## src/rtl/tlc_pkg.sv

```systemverilog
`default_nettype none
// ============================================================================
// Module   : tlc_pkg
// Purpose  : Shared definitions for the traffic-light controller: FSM state
//            encoding, lamp bit positions inside one approach's 3-bit lamp
//            group, and the active-low 7-segment decoder.
// Ports    : (package, none)
// Revision : 1.0  initial release
// ============================================================================
package tlc_pkg;

    // FSM state encoding
    localparam int              c_state_w = 3;
    localparam logic [2:0]      ALL_RED   = 3'd0;
    localparam logic [2:0]      GREEN     = 3'd1;
    localparam logic [2:0]      YELLOW    = 3'd2;
    localparam logic [2:0]      WALK      = 3'd3;
    localparam logic [2:0]      FLASH     = 3'd4;

    // Bit positions within one approach's lamp group
    localparam int              c_lamp_green  = 0;
    localparam int              c_lamp_yellow = 1;
    localparam int              c_lamp_red    = 2;
    localparam int              c_lamp_grp_w  = 3;

    // Active-low segment pattern with every segment off
    localparam logic [6:0]      c_seg_blank = 7'h7F;

    // Active-low 7-segment decoder, bit 0 = segment a ... bit 6 = segment g.
    // Codes above 9 render blank.
    function automatic logic [6:0] seg7(input logic [3:0] digit);
        logic [6:0] seg;
        case (digit)
            4'd0:    seg = 7'b1000000;
            4'd1:    seg = 7'b1111001;
            4'd2:    seg = 7'b0100100;
            4'd3:    seg = 7'b0110000;
            4'd4:    seg = 7'b0011001;
            4'd5:    seg = 7'b0010010;
            4'd6:    seg = 7'b0000010;
            4'd7:    seg = 7'b1111000;
            4'd8:    seg = 7'b0000000;
            4'd9:    seg = 7'b0010000;
            default: seg = c_seg_blank;
        endcase
        return seg;
    endfunction

endpackage : tlc_pkg
`default_nettype wire

```

## src/rtl/traffic_light_ctrl_tick_gen.sv

```systemverilog
`default_nettype none
// ============================================================================
// Module   : tick_gen
// Purpose  : Free-running divider producing a one-clock-wide enable every DIV
//            clocks. The first enable is consumed on the DIV-th rising edge
//            after reset release, i.e. one full tick period later.
// Ports    : clk    - board clock
//            rst    - asynchronous reset, active-high
//            o_tick - one-cycle tick enable
// Revision : 1.0  initial release
// ============================================================================
module tick_gen #(
    parameter int DIV = 2
) (
    input  logic clk,
    input  logic rst,
    output logic o_tick
);

    localparam int                 c_cnt_w = (DIV > 2) ? $clog2(DIV) : 1;
    localparam logic [c_cnt_w-1:0] c_last  = c_cnt_w'(DIV - 1);

    logic [c_cnt_w-1:0] r_cnt;

    always_ff @(posedge clk or posedge rst) begin
        if (rst) begin
            r_cnt <= '0;
        end else if (r_cnt == c_last) begin
            r_cnt <= '0;
        end else begin
            r_cnt <= r_cnt + 1'b1;
        end
    end

    assign o_tick = (r_cnt == c_last);

endmodule : tick_gen
`default_nettype wire

```

## src/rtl/traffic_light_ctrl.sv

```systemverilog
`default_nettype none
// ============================================================================
// Module   : traffic_light_ctrl
// Purpose  : N-approach round-robin traffic-light controller with a
//            pedestrian walk phase, night flash mode and a 7-segment
//            countdown. Everything runs on the board clock; timing is
//            counted in ticks from an internal enable.
// Ports    : clk         - board clock
//            rst         - asynchronous reset, active-high
//            ped_btn     - pedestrian button, asynchronous, synchronised here
//            night       - level, requests flash mode at the next all-red exit
//            green_ext   - level, doubles green length, sampled at GREEN entry
//            lamps       - per approach i: [3i+2]=red [3i+1]=yellow [3i]=green
//            ped_walk    - walk lamp
//            ped_pending - latched pedestrian request awaiting service
//            HEX2        - phase index digit (active-low)
//            HEX1, HEX0  - countdown tens/ones, leading zero blanked
// Revision : 1.0  initial release
// ============================================================================
module traffic_light_ctrl
    import tlc_pkg::*;
#(
    parameter int CLK_FREQ   = 50_000_000,
    parameter int TICK_HZ    = 1,
    parameter int N_APPROACH = 2,
    parameter int GREEN_T    = 10,
    parameter int YELLOW_T   = 3,
    parameter int ALLRED_T   = 2,
    parameter int WALK_T     = 8
) (
    input  logic                    clk,
    input  logic                    rst,
    input  logic                    ped_btn,
    input  logic                    night,
    input  logic                    green_ext,
    output logic [3*N_APPROACH-1:0] lamps,
    output logic                    ped_walk,
    output logic                    ped_pending,
    output logic [6:0]              HEX2,
    output logic [6:0]              HEX1,
    output logic [6:0]              HEX0
);

    // ------------------------------------------------------------------
    // Parameter range checks, evaluated at elaboration
    // ------------------------------------------------------------------
    if (TICK_HZ < 1 || (CLK_FREQ % TICK_HZ) != 0 || (CLK_FREQ / TICK_HZ) < 2) begin : g_bad_div
        $error("traffic_light_ctrl: CLK_FREQ/TICK_HZ must be an integer >= 2");
    end
    if (N_APPROACH < 2 || N_APPROACH > 4) begin : g_bad_napp
        $error("traffic_light_ctrl: N_APPROACH must be 2..4");
    end
    if (GREEN_T < 1 || GREEN_T > 99) begin : g_bad_green
        $error("traffic_light_ctrl: GREEN_T must be 1..99");
    end
    if (YELLOW_T < 1 || YELLOW_T > 99) begin : g_bad_yellow
        $error("traffic_light_ctrl: YELLOW_T must be 1..99");
    end
    if (ALLRED_T < 1 || ALLRED_T > 99) begin : g_bad_allred
        $error("traffic_light_ctrl: ALLRED_T must be 1..99");
    end
    if (WALK_T < 1 || WALK_T > 99) begin : g_bad_walk
        $error("traffic_light_ctrl: WALK_T must be 1..99");
    end

    // ------------------------------------------------------------------
    // Constants
    // ------------------------------------------------------------------
    localparam int                   c_div     = CLK_FREQ / TICK_HZ;
    localparam int                   c_cd_w    = 8;   // holds up to 2*99
    localparam int                   c_p_w     = (N_APPROACH > 2) ? $clog2(N_APPROACH) : 1;
    localparam logic [c_p_w-1:0]     c_p_last  = c_p_w'(N_APPROACH - 1);

    localparam logic [c_cd_w-1:0]    c_cd_green     = c_cd_w'(GREEN_T);
    localparam logic [c_cd_w-1:0]    c_cd_green_ext = c_cd_w'(2 * GREEN_T);
    localparam logic [c_cd_w-1:0]    c_cd_yellow    = c_cd_w'(YELLOW_T);
    localparam logic [c_cd_w-1:0]    c_cd_allred    = c_cd_w'(ALLRED_T);
    localparam logic [c_cd_w-1:0]    c_cd_walk      = c_cd_w'(WALK_T);

    localparam logic [3*N_APPROACH-1:0] c_lamps_all_red = {N_APPROACH{3'b100}};

    // Reset image of the registered display: phase 0, countdown ALLRED_T
    localparam logic [6:0] c_hex2_rst = seg7(4'd0);
    localparam logic [6:0] c_hex1_rst = ((ALLRED_T / 10) == 0) ? c_seg_blank
                                                              : seg7(4'((ALLRED_T / 10) % 10));
    localparam logic [6:0] c_hex0_rst = seg7(4'(ALLRED_T % 10));

    // ------------------------------------------------------------------
    // Tick enable
    // ------------------------------------------------------------------
    logic w_tick;

    tick_gen #(
        .DIV    (c_div)
    ) u_tick_gen (
        .clk    (clk),
        .rst    (rst),
        .o_tick (w_tick)
    );

    // ------------------------------------------------------------------
    // Pedestrian button: two-flop synchroniser plus rising-edge detect.
    // A held button therefore registers as a single request.
    // ------------------------------------------------------------------
    logic r_ped_meta;
    logic r_ped_sync;
    logic r_ped_prev;
    logic w_ped_rise;

    always_ff @(posedge clk or posedge rst) begin
        if (rst) begin
            r_ped_meta <= 1'b0;
            r_ped_sync <= 1'b0;
            r_ped_prev <= 1'b0;
        end else begin
            r_ped_meta <= ped_btn;
            r_ped_sync <= r_ped_meta;
            r_ped_prev <= r_ped_sync;
        end
    end

    assign w_ped_rise = r_ped_sync & ~r_ped_prev;

    // ------------------------------------------------------------------
    // FSM: state register
    // ------------------------------------------------------------------
    logic [c_state_w-1:0] r_state;
    logic [c_state_w-1:0] w_state_nxt;
    logic [c_cd_w-1:0]    r_cd;
    logic [c_cd_w-1:0]    w_cd_nxt;
    logic [c_p_w-1:0]     r_phase;
    logic [c_p_w-1:0]     w_phase_nxt;
    logic                 r_flash_lit;
    logic                 w_flash_lit_nxt;
    logic                 r_ped_pending;
    logic                 w_pending_nxt;

    always_ff @(posedge clk or posedge rst) begin
        if (rst) begin
            r_state       <= ALL_RED;
            r_cd          <= c_cd_allred;
            r_phase       <= '0;
            r_flash_lit   <= 1'b0;
            r_ped_pending <= 1'b0;
        end else begin
            r_state       <= w_state_nxt;
            r_cd          <= w_cd_nxt;
            r_phase       <= w_phase_nxt;
            r_flash_lit   <= w_flash_lit_nxt;
            r_ped_pending <= w_pending_nxt;
        end
    end

    // ------------------------------------------------------------------
    // FSM: next-state logic. Every timed state is left on the tick that
    // finds the countdown at 1, so a state loaded with D lasts D ticks.
    // ------------------------------------------------------------------
    always_comb begin
        w_state_nxt     = r_state;
        w_cd_nxt        = r_cd;
        w_phase_nxt     = r_phase;
        w_flash_lit_nxt = r_flash_lit;

        if (w_tick) begin
            if (r_state == FLASH) begin
                // Flash has no duration; it ends on the first tick without night
                if (!night) begin
                    w_state_nxt = ALL_RED;
                    w_cd_nxt    = c_cd_allred;
                    w_phase_nxt = '0;
                end else begin
                    w_flash_lit_nxt = ~r_flash_lit;
                end
            end else if (r_cd <= 8'd1) begin
                case (r_state)
                    ALL_RED: begin
                        if (night) begin
                            w_state_nxt     = FLASH;
                            w_cd_nxt        = '0;
                            w_flash_lit_nxt = 1'b1;
                        end else if (r_ped_pending) begin
                            w_state_nxt = WALK;
                            w_cd_nxt    = c_cd_walk;
                        end else begin
                            w_state_nxt = GREEN;
                            w_cd_nxt    = green_ext ? c_cd_green_ext : c_cd_green;
                        end
                    end
                    GREEN: begin
                        w_state_nxt = YELLOW;
                        w_cd_nxt    = c_cd_yellow;
                    end
                    YELLOW: begin
                        w_state_nxt = ALL_RED;
                        w_cd_nxt    = c_cd_allred;
                        w_phase_nxt = (r_phase == c_p_last) ? '0 : r_phase + 1'b1;
                    end
                    WALK: begin
                        w_state_nxt = ALL_RED;
                        w_cd_nxt    = c_cd_allred;
                    end
                    default: begin
                        // Unreachable encodings recover to a safe all-red
                        w_state_nxt = ALL_RED;
                        w_cd_nxt    = c_cd_allred;
                        w_phase_nxt = '0;
                    end
                endcase
            end else begin
                w_cd_nxt = r_cd - 1'b1;
            end
        end

        // Request latch: presses during WALK are ignored, and entering WALK
        // consumes the request even if a press lands on the same cycle.
        w_pending_nxt = r_ped_pending;
        if (w_ped_rise && (r_state != WALK)) begin
            w_pending_nxt = 1'b1;
        end
        if ((w_state_nxt == WALK) && (r_state != WALK)) begin
            w_pending_nxt = 1'b0;
        end
    end

    // ------------------------------------------------------------------
    // FSM: output decode (registered below)
    // ------------------------------------------------------------------
    logic [3*N_APPROACH-1:0] w_lamps;
    logic                    w_ped_walk;
    logic [3:0]              w_tens;
    logic [3:0]              w_ones;
    logic [6:0]              w_hex2;
    logic [6:0]              w_hex1;
    logic [6:0]              w_hex0;

    always_comb begin
        w_lamps    = '0;
        w_ped_walk = (r_state == WALK);

        for (int i = 0; i < N_APPROACH; i++) begin
            if (r_state == FLASH) begin
                w_lamps[c_lamp_grp_w*i + c_lamp_yellow] = r_flash_lit;
            end else if ((r_state == GREEN) && (int'(r_phase) == i)) begin
                w_lamps[c_lamp_grp_w*i + c_lamp_green] = 1'b1;
            end else if ((r_state == YELLOW) && (int'(r_phase) == i)) begin
                w_lamps[c_lamp_grp_w*i + c_lamp_yellow] = 1'b1;
            end else begin
                w_lamps[c_lamp_grp_w*i + c_lamp_red] = 1'b1;
            end
        end

        // Countdown never exceeds 198; the display carries only the low two
        // decimal digits.
        w_tens = 4'((r_cd / 8'd10) % 8'd10);
        w_ones = 4'(r_cd % 8'd10);

        w_hex2 = seg7(4'(r_phase));
        if (r_state == FLASH) begin
            w_hex1 = c_seg_blank;
            w_hex0 = c_seg_blank;
        end else begin
            w_hex1 = (w_tens == 4'd0) ? c_seg_blank : seg7(w_tens);
            w_hex0 = seg7(w_ones);
        end
    end

    // Output register; reset drives outputs straight to their reset image
    always_ff @(posedge clk or posedge rst) begin
        if (rst) begin
            lamps    <= c_lamps_all_red;
            ped_walk <= 1'b0;
            HEX2     <= c_hex2_rst;
            HEX1     <= c_hex1_rst;
            HEX0     <= c_hex0_rst;
        end else begin
            lamps    <= w_lamps;
            ped_walk <= w_ped_walk;
            HEX2     <= w_hex2;
            HEX1     <= w_hex1;
            HEX0     <= w_hex0;
        end
    end

    assign ped_pending = r_ped_pending;

endmodule : traffic_light_ctrl
`default_nettype wire
```

## config.mk

```make
export PLATFORM = sky130hd
export DESIGN_NAME = traffic_light_ctrl
export DESIGN_NICKNAME = d
export VERILOG_FILES = /design/src/rtl/tlc_pkg.sv /design/src/rtl/traffic_light_ctrl_tick_gen.sv /design/src/rtl/traffic_light_ctrl.sv
export SDC_FILE = /design/constraint.sdc
export NUM_CORES = 1
export LEC_CHECK = 0
export CELL_PAD_IN_SITES_DETAIL_PLACEMENT = 1
export CELL_PAD_IN_SITES_GLOBAL_PLACEMENT = 1
export CORE_ASPECT_RATIO = 2
export CORE_MARGIN = 2
export CORE_UTILIZATION = 41
export CTS_BUF_LIST = sky130_fd_sc_hd__clkbuf_16
export CTS_CLUSTER_DIAMETER = 150
export DETAILED_ROUTE_END_ITERATION = 16
export GPL_TIMING_DRIVEN = 0
export HOLD_SLACK_MARGIN = 0.1
export PLACE_DENSITY = 0.79
export RECOVER_POWER = 100
export SKIP_LAST_GASP = 1
export SLEW_MARGIN = 20
export SYNTH_ARGS = -nofsm -noshare
export SYNTH_HDL_FRONTEND = slang
export SYNTH_HIERARCHICAL = 1
export SYNTH_SLANG_ARGS = --single-unit
```

## constraint.sdc

```tcl
create_clock -name clk -period 4 [get_ports clk]
set_input_delay 1 -clock clk [delete_from_list [all_inputs] [get_ports clk]]
set_output_delay 1 -clock clk [all_outputs]
set_load 0.01 [all_outputs]
```

==> flow_summary.toml <==
[outcome]
outcome = "complete, no violations"

[layout]
fillers = 1182
n_antenna_cell = 0
drive_above_1_share = 0.1318
fin_area_um2 = 5052
fin_nets = 536
fin_cells = 651
areaGrowthSynthToFinish_pct = 19.19

[yosys]
synth_common_cells = "53 x dfrtp_1, 46 x nand2_1, 34 x nor2_1, 28 x o21ai_0, 24 x a21oi_1"
ys_seq_elements = 65
synth.most_common_cell = "dfrtp_1"
syn_area_per_cell_um2 = 9.077
synthArstFlopShare = 1.000
synth_top_family_by_area = "simple AND/OR/NAND/NOR gates"
synth_top_area_frac = 0.3129
ys_top_cells_by_area = "dfrtp_1 31%, dfstp_2 7.4%, ha_1 5.6%, nand2_1 4.1%, o21ai_0 3.3%"
ys_types = 77
synth_compound_area_frac = 0.2045
seq_area_frac_synth = 0.3872
synth_mux_area_frac = 0.03394
synth_fa_ha_area_frac = 0.05844
syn-cell-area_um2 = 4239
ys_warn_count = 6
synthSimpleGateAreaFrac = 0.2196
synth_edf_count = 0
synthXorXnorAreaFrac = 0.04132
synthCells = 467
synth_area_leader_cell = "dfrtp_1"
synth_ff_type = "dfrtp_1"

[floorplanning]
start_util = 0.4203
die_w_um = 75.90
rows = 52
die-area_um2 = 11220
die_h_um = 147.8
io_pins = 34
core_um2 = 10080

[power_and_ir_drop]
report.power.total_mw = 1.439
powerDensity_nw_per_um2 = 284.8
p_leak_nw = 2.156
peakVddDrop_v = 0.0001985

[detailed_routing]
drtIter0Drc = 126
vias = 3730
routed_wl_mm = 12.17
ant_nets = 0
post_drt_wl_per_cell_um = 18.69
route.detailed.drc = 0
viasPerCell = 5.730
first_pass_iters = 4

[timing]
rsz0062_at_grt = "yes"
tightest_slew_ns = 1.441
setup_viol = 0
hold_violations = 0
finalCriticalPeriod_ns = 3.828
finalCritPeriodShare = 0.9571
skew_ns = 0.005499
relSlewSlack = 0.03920
maxSlewViolCount = 0
fmax_mhz = 261.2

[critical_path]
slowest_delay_ns = 0.62
r2r_slack_ns = 0.17
critPathSlowestCell = "nor3_2"
timing.critical_path.required_ns = 4.19
crit_top_cell = "clkbuf_1"
path_class = "reg -> reg"
cp-start-kind = "register"
cp-end-kind = "register"
cp.arrival_ns = 4.02
cp_cell_sequence = "nor4bb_1 -> nand4_1 -> nor3_2 -> clkbuf_1 -> clkbuf_1 -> nand2_1 -> clkbuf_1 -> o31ai_1 -> o41ai_1"
crit_fanout = 10

[clock_network]
cts_inserted_buffers = 9
cts.htree.levels = 3
cts_tree = "done"
clockRootBuffer = "clkbuf_16"
cts.path.max_buffers = 2
cts_sinks = 65
clkTransAtPathRegs_ns = 0.06
insertion_delay_ns = 0.33

[placed_design]
post-dp-hpwl_mm = 9.324
placed_cells = 634
post_dp_cell_area_um2 = 4732
place_congestion = 0.8899
port_buffers = 30

[global_route]
antenna_found_initial = 0
grt_pass1_wl_mm = 19.98
grt_pass1_vias = 4032
grt_use_total = 0.2259
grt_start_max_net_pins = 27
grt_overflow = 0

[hold_path]
hp-class = "reg -> reg"

[job]
drv_cap = 0
what timing repair did:
item,4_1_cts,5_1_grt
gates resized for setup,8,9
hold buffers,0,0
buffers inserted,2,1
setup endpoints to repair,7,7
pin swaps,1,2
worst paths after layout:
kind | cells after the start | start | to
setup / recovery | 9 | u_tick_gen/r_cnt[7]$_DFF_PP0_ | r_phase$_DFFE_PP0P_
hold / removal | 0 | r_ped_meta$_DFF_PP0_ | r_ped_sync$_DFF_PP0_
setup reg to reg | 9 | u_tick_gen/r_cnt[7]$_DFF_PP0_ | r_phase$_DFFE_PP0P_
hold reg to reg | 0 | r_ped_meta$_DFF_PP0_ | r_ped_sync$_DFF_PP0_
max in group asynchronous | 3 | rst | r_cd[6]$_DFFE_PP0P_
min in group asynchronous | 2 | rst | HEX0[4]$_DFF_PP0_
cells in the final DEF, fill, tap and decap left out, types with 11 or more instances in the layout:
cell           count
nand3_1           16
o21ai_0           26
dlygate4sd3_1     28
buf_4             11
nor2_1            33
o31ai_1           13
a21oi_1           24
nand2_1           46
dfstp_2           12
inv_1             21
ha_1              18
dfrtp_1           53
layer usage:
layer  GRT usage  vias to the layer above  share of wire
met3     0.03236                       33          0.017
met1      0.2045                     1868           0.34
li1            -                     1778              -
met2      0.4571                       51           0.60
met5           0                        -              0
met4      0.1382                        0          0.044
kinds of logic after synthesis:
group,after synthesis
AO/OA/AOI/OAI,124
XOR/XNOR,20
adder cells (fa/ha/maj),20
buffers and inverters,48
flip-flops,65
multiplexers,13
other,2
AND/OR/NAND/NOR,175
layout make-up:
class                           instances  area (um2)  area share
Sequential cell                        65        1642      0.3249
Timing Repair Buffer                   34       326.6     0.06464
Multi-Input combinational cell        355        2406      0.4762
Tap cell                              135       168.9     0.03343
Inverter                               21       78.83     0.01560
Clock inverter                          6       53.80     0.01065
Clock buffer                            9       225.2     0.04458
Buffer                                 26       151.4     0.02997
power by group:
part           leakage (nW)  internal [mW]  switching, mW
registers             0.774          0.661        0.00110
clock network         0.141          0.470          0.280
logic                  1.24        0.00718         0.0188
total                  2.16           1.14          0.300
state kept, by name, indices dropped and copies added, names as in the netlist, 3 cells and up:
name	cells
HEX1	7
HEX0	7
r_state	3
r_cd	8
u_tick_gen/r_cnt	26
lamps	6
critical path: cells and delay by family, from the launching register on:
kind                   cells  cell delay (ns)
AOI/OAI and AO/OA          2             0.41
buffers and inverters      3             1.10
DFF                        1             0.45
and+or+nand+nor            4             1.71
stage by stage:
stage	utilization	setup WS (ns)	hold slack [ns]	setup TNS [ns]
finish	0.5010	0.1716	0.3608	0
global route	0.5010	-0.05425	0.3651	-0.05425
CTS	0.5006	0.02116	0.3641	0
detailed placement	0.4692	-0.5377	0.3470	-1.846
global placement	0.4672	-0.4224	0.3394	-1.047
floorplan	-	0.1813	0.3312	0
Note: power is estimated with default switching activity, not from simulation.
==> RTL change (same flow settings) <==
The package constant `c_state_w` goes from 3 to 5.
--- a/src/rtl/tlc_pkg.sv
+++ b/src/rtl/tlc_pkg.sv
@@ -12,3 +12,3 @@
     // FSM state encoding
-    localparam int              c_state_w = 3;
+    localparam int              c_state_w = 5;
     localparam logic [2:0]      ALL_RED   = 3'd0;
Formal check against the unedited RTL: same outputs for any inputs over 10 cycles, from zero or initial values and one cycle with rst high; that may be too few to reach the edited logic, so the function may still have changed.
==> RTL change against the unedited design <==
The flow now finishes with violations (capacitance limit, slew limit); setup slack improved by 45 ps; clock power rose by 2%; final area rose by 3.5%; critical path depth rose by 8; die area rose by 5.0%; sequential share of layout area fell by 0.12 points; sequential cell count rose by 2; synthesized area rose by 5.2%; routed wire length rose by 4.6%; combinational power fell by 12%; power rose by 1.9%; largest cell class unchanged; largest power group unchanged.
==> RTL change: results <==
[critical_path]
cpMaxStageDelayCell = "or3_1"
worstPathArrival_ps = 4030

[layout]
drive_gt1_frac = 0.157
final_nets = 540

[status]
violations = "capacitance limit, slew limit"
outcome = "complete, but fails checks"

[yosys]
synth_mux_area_frac = 0.0337
yosysUniqueCellTypes = 82
synth-adder-area-share = 0.0533
postSynthAreaPerCell_um2 = 9.51
synth_commonest_cells = "55 x dfrtp_1, 38 x nor2_1, 31 x nand2_1"
yosysSeqAreaShare = 0.379
synth_xor_area_frac = 0.0516

[timing]
tightest_slew_ps = 1630
maxSlewViolCount = 31
clock_skew_ps = 7.66

[global_routing]
grt_pass1_vias = 4282
grt_start_max_net_pins = 31

[route]
viasPerCell = 5.78
wl_per_cell_um = 19.3
drt_iter0_drc = 99

[pwr]
p_leak_uw = 0.00238
p_comb_uw = 22.8
power.share.clock = 0.520
peakVddDrop_mv = 0.217
swShare = 0.209

[placed_design]
hpwl_um = 9540
placedCellCount = 638
pre_cts_slack_ps = 177
finalWeightedCongestion = 0.855

[cts]
cts_setup_buffers = 0
cts_resized = 0

[run]
maxCapViolCount = 1
-- RTL change: per-layer routing --
layer	global-route usage	vias up	wire length, µm
met5	0	-	0
met4	0.142	0	558
met3	0.0284	30	235
met2	0.449	56	7460
met1	0.223	1923	4480
li1	-	1795	-
-- RTL change: path summary, 6_finish.rpt --
kind / depth (start not counted) / slack (ps) / endpoint / from
worst max-delay path: 17 / 220 / HEX1[6] / r_cd[7]
min in group asynchronous: 2 / 1150 / r_ped_meta / rst
worst min register to register: 0 / 370 / r_ped_sync / r_ped_meta
max in group asynchronous: 3 / 870 / r_cd[4] / rst
worst min-delay path: 0 / 370 / r_ped_sync / r_ped_meta
worst max register to register: 17 / 220 / HEX1[6] / r_cd[7]
-- RTL change: layout make-up --
type                       instances  area, µm²
tap                              137        171
timing repair buffer              35        334
fill                            1219       5320
buffer                            30        204
multi-input combinational        351       2450
inverter                          22       86.3
clock inverter                     7       60.1
clock buffer                       9        225
sequential                        67       1690
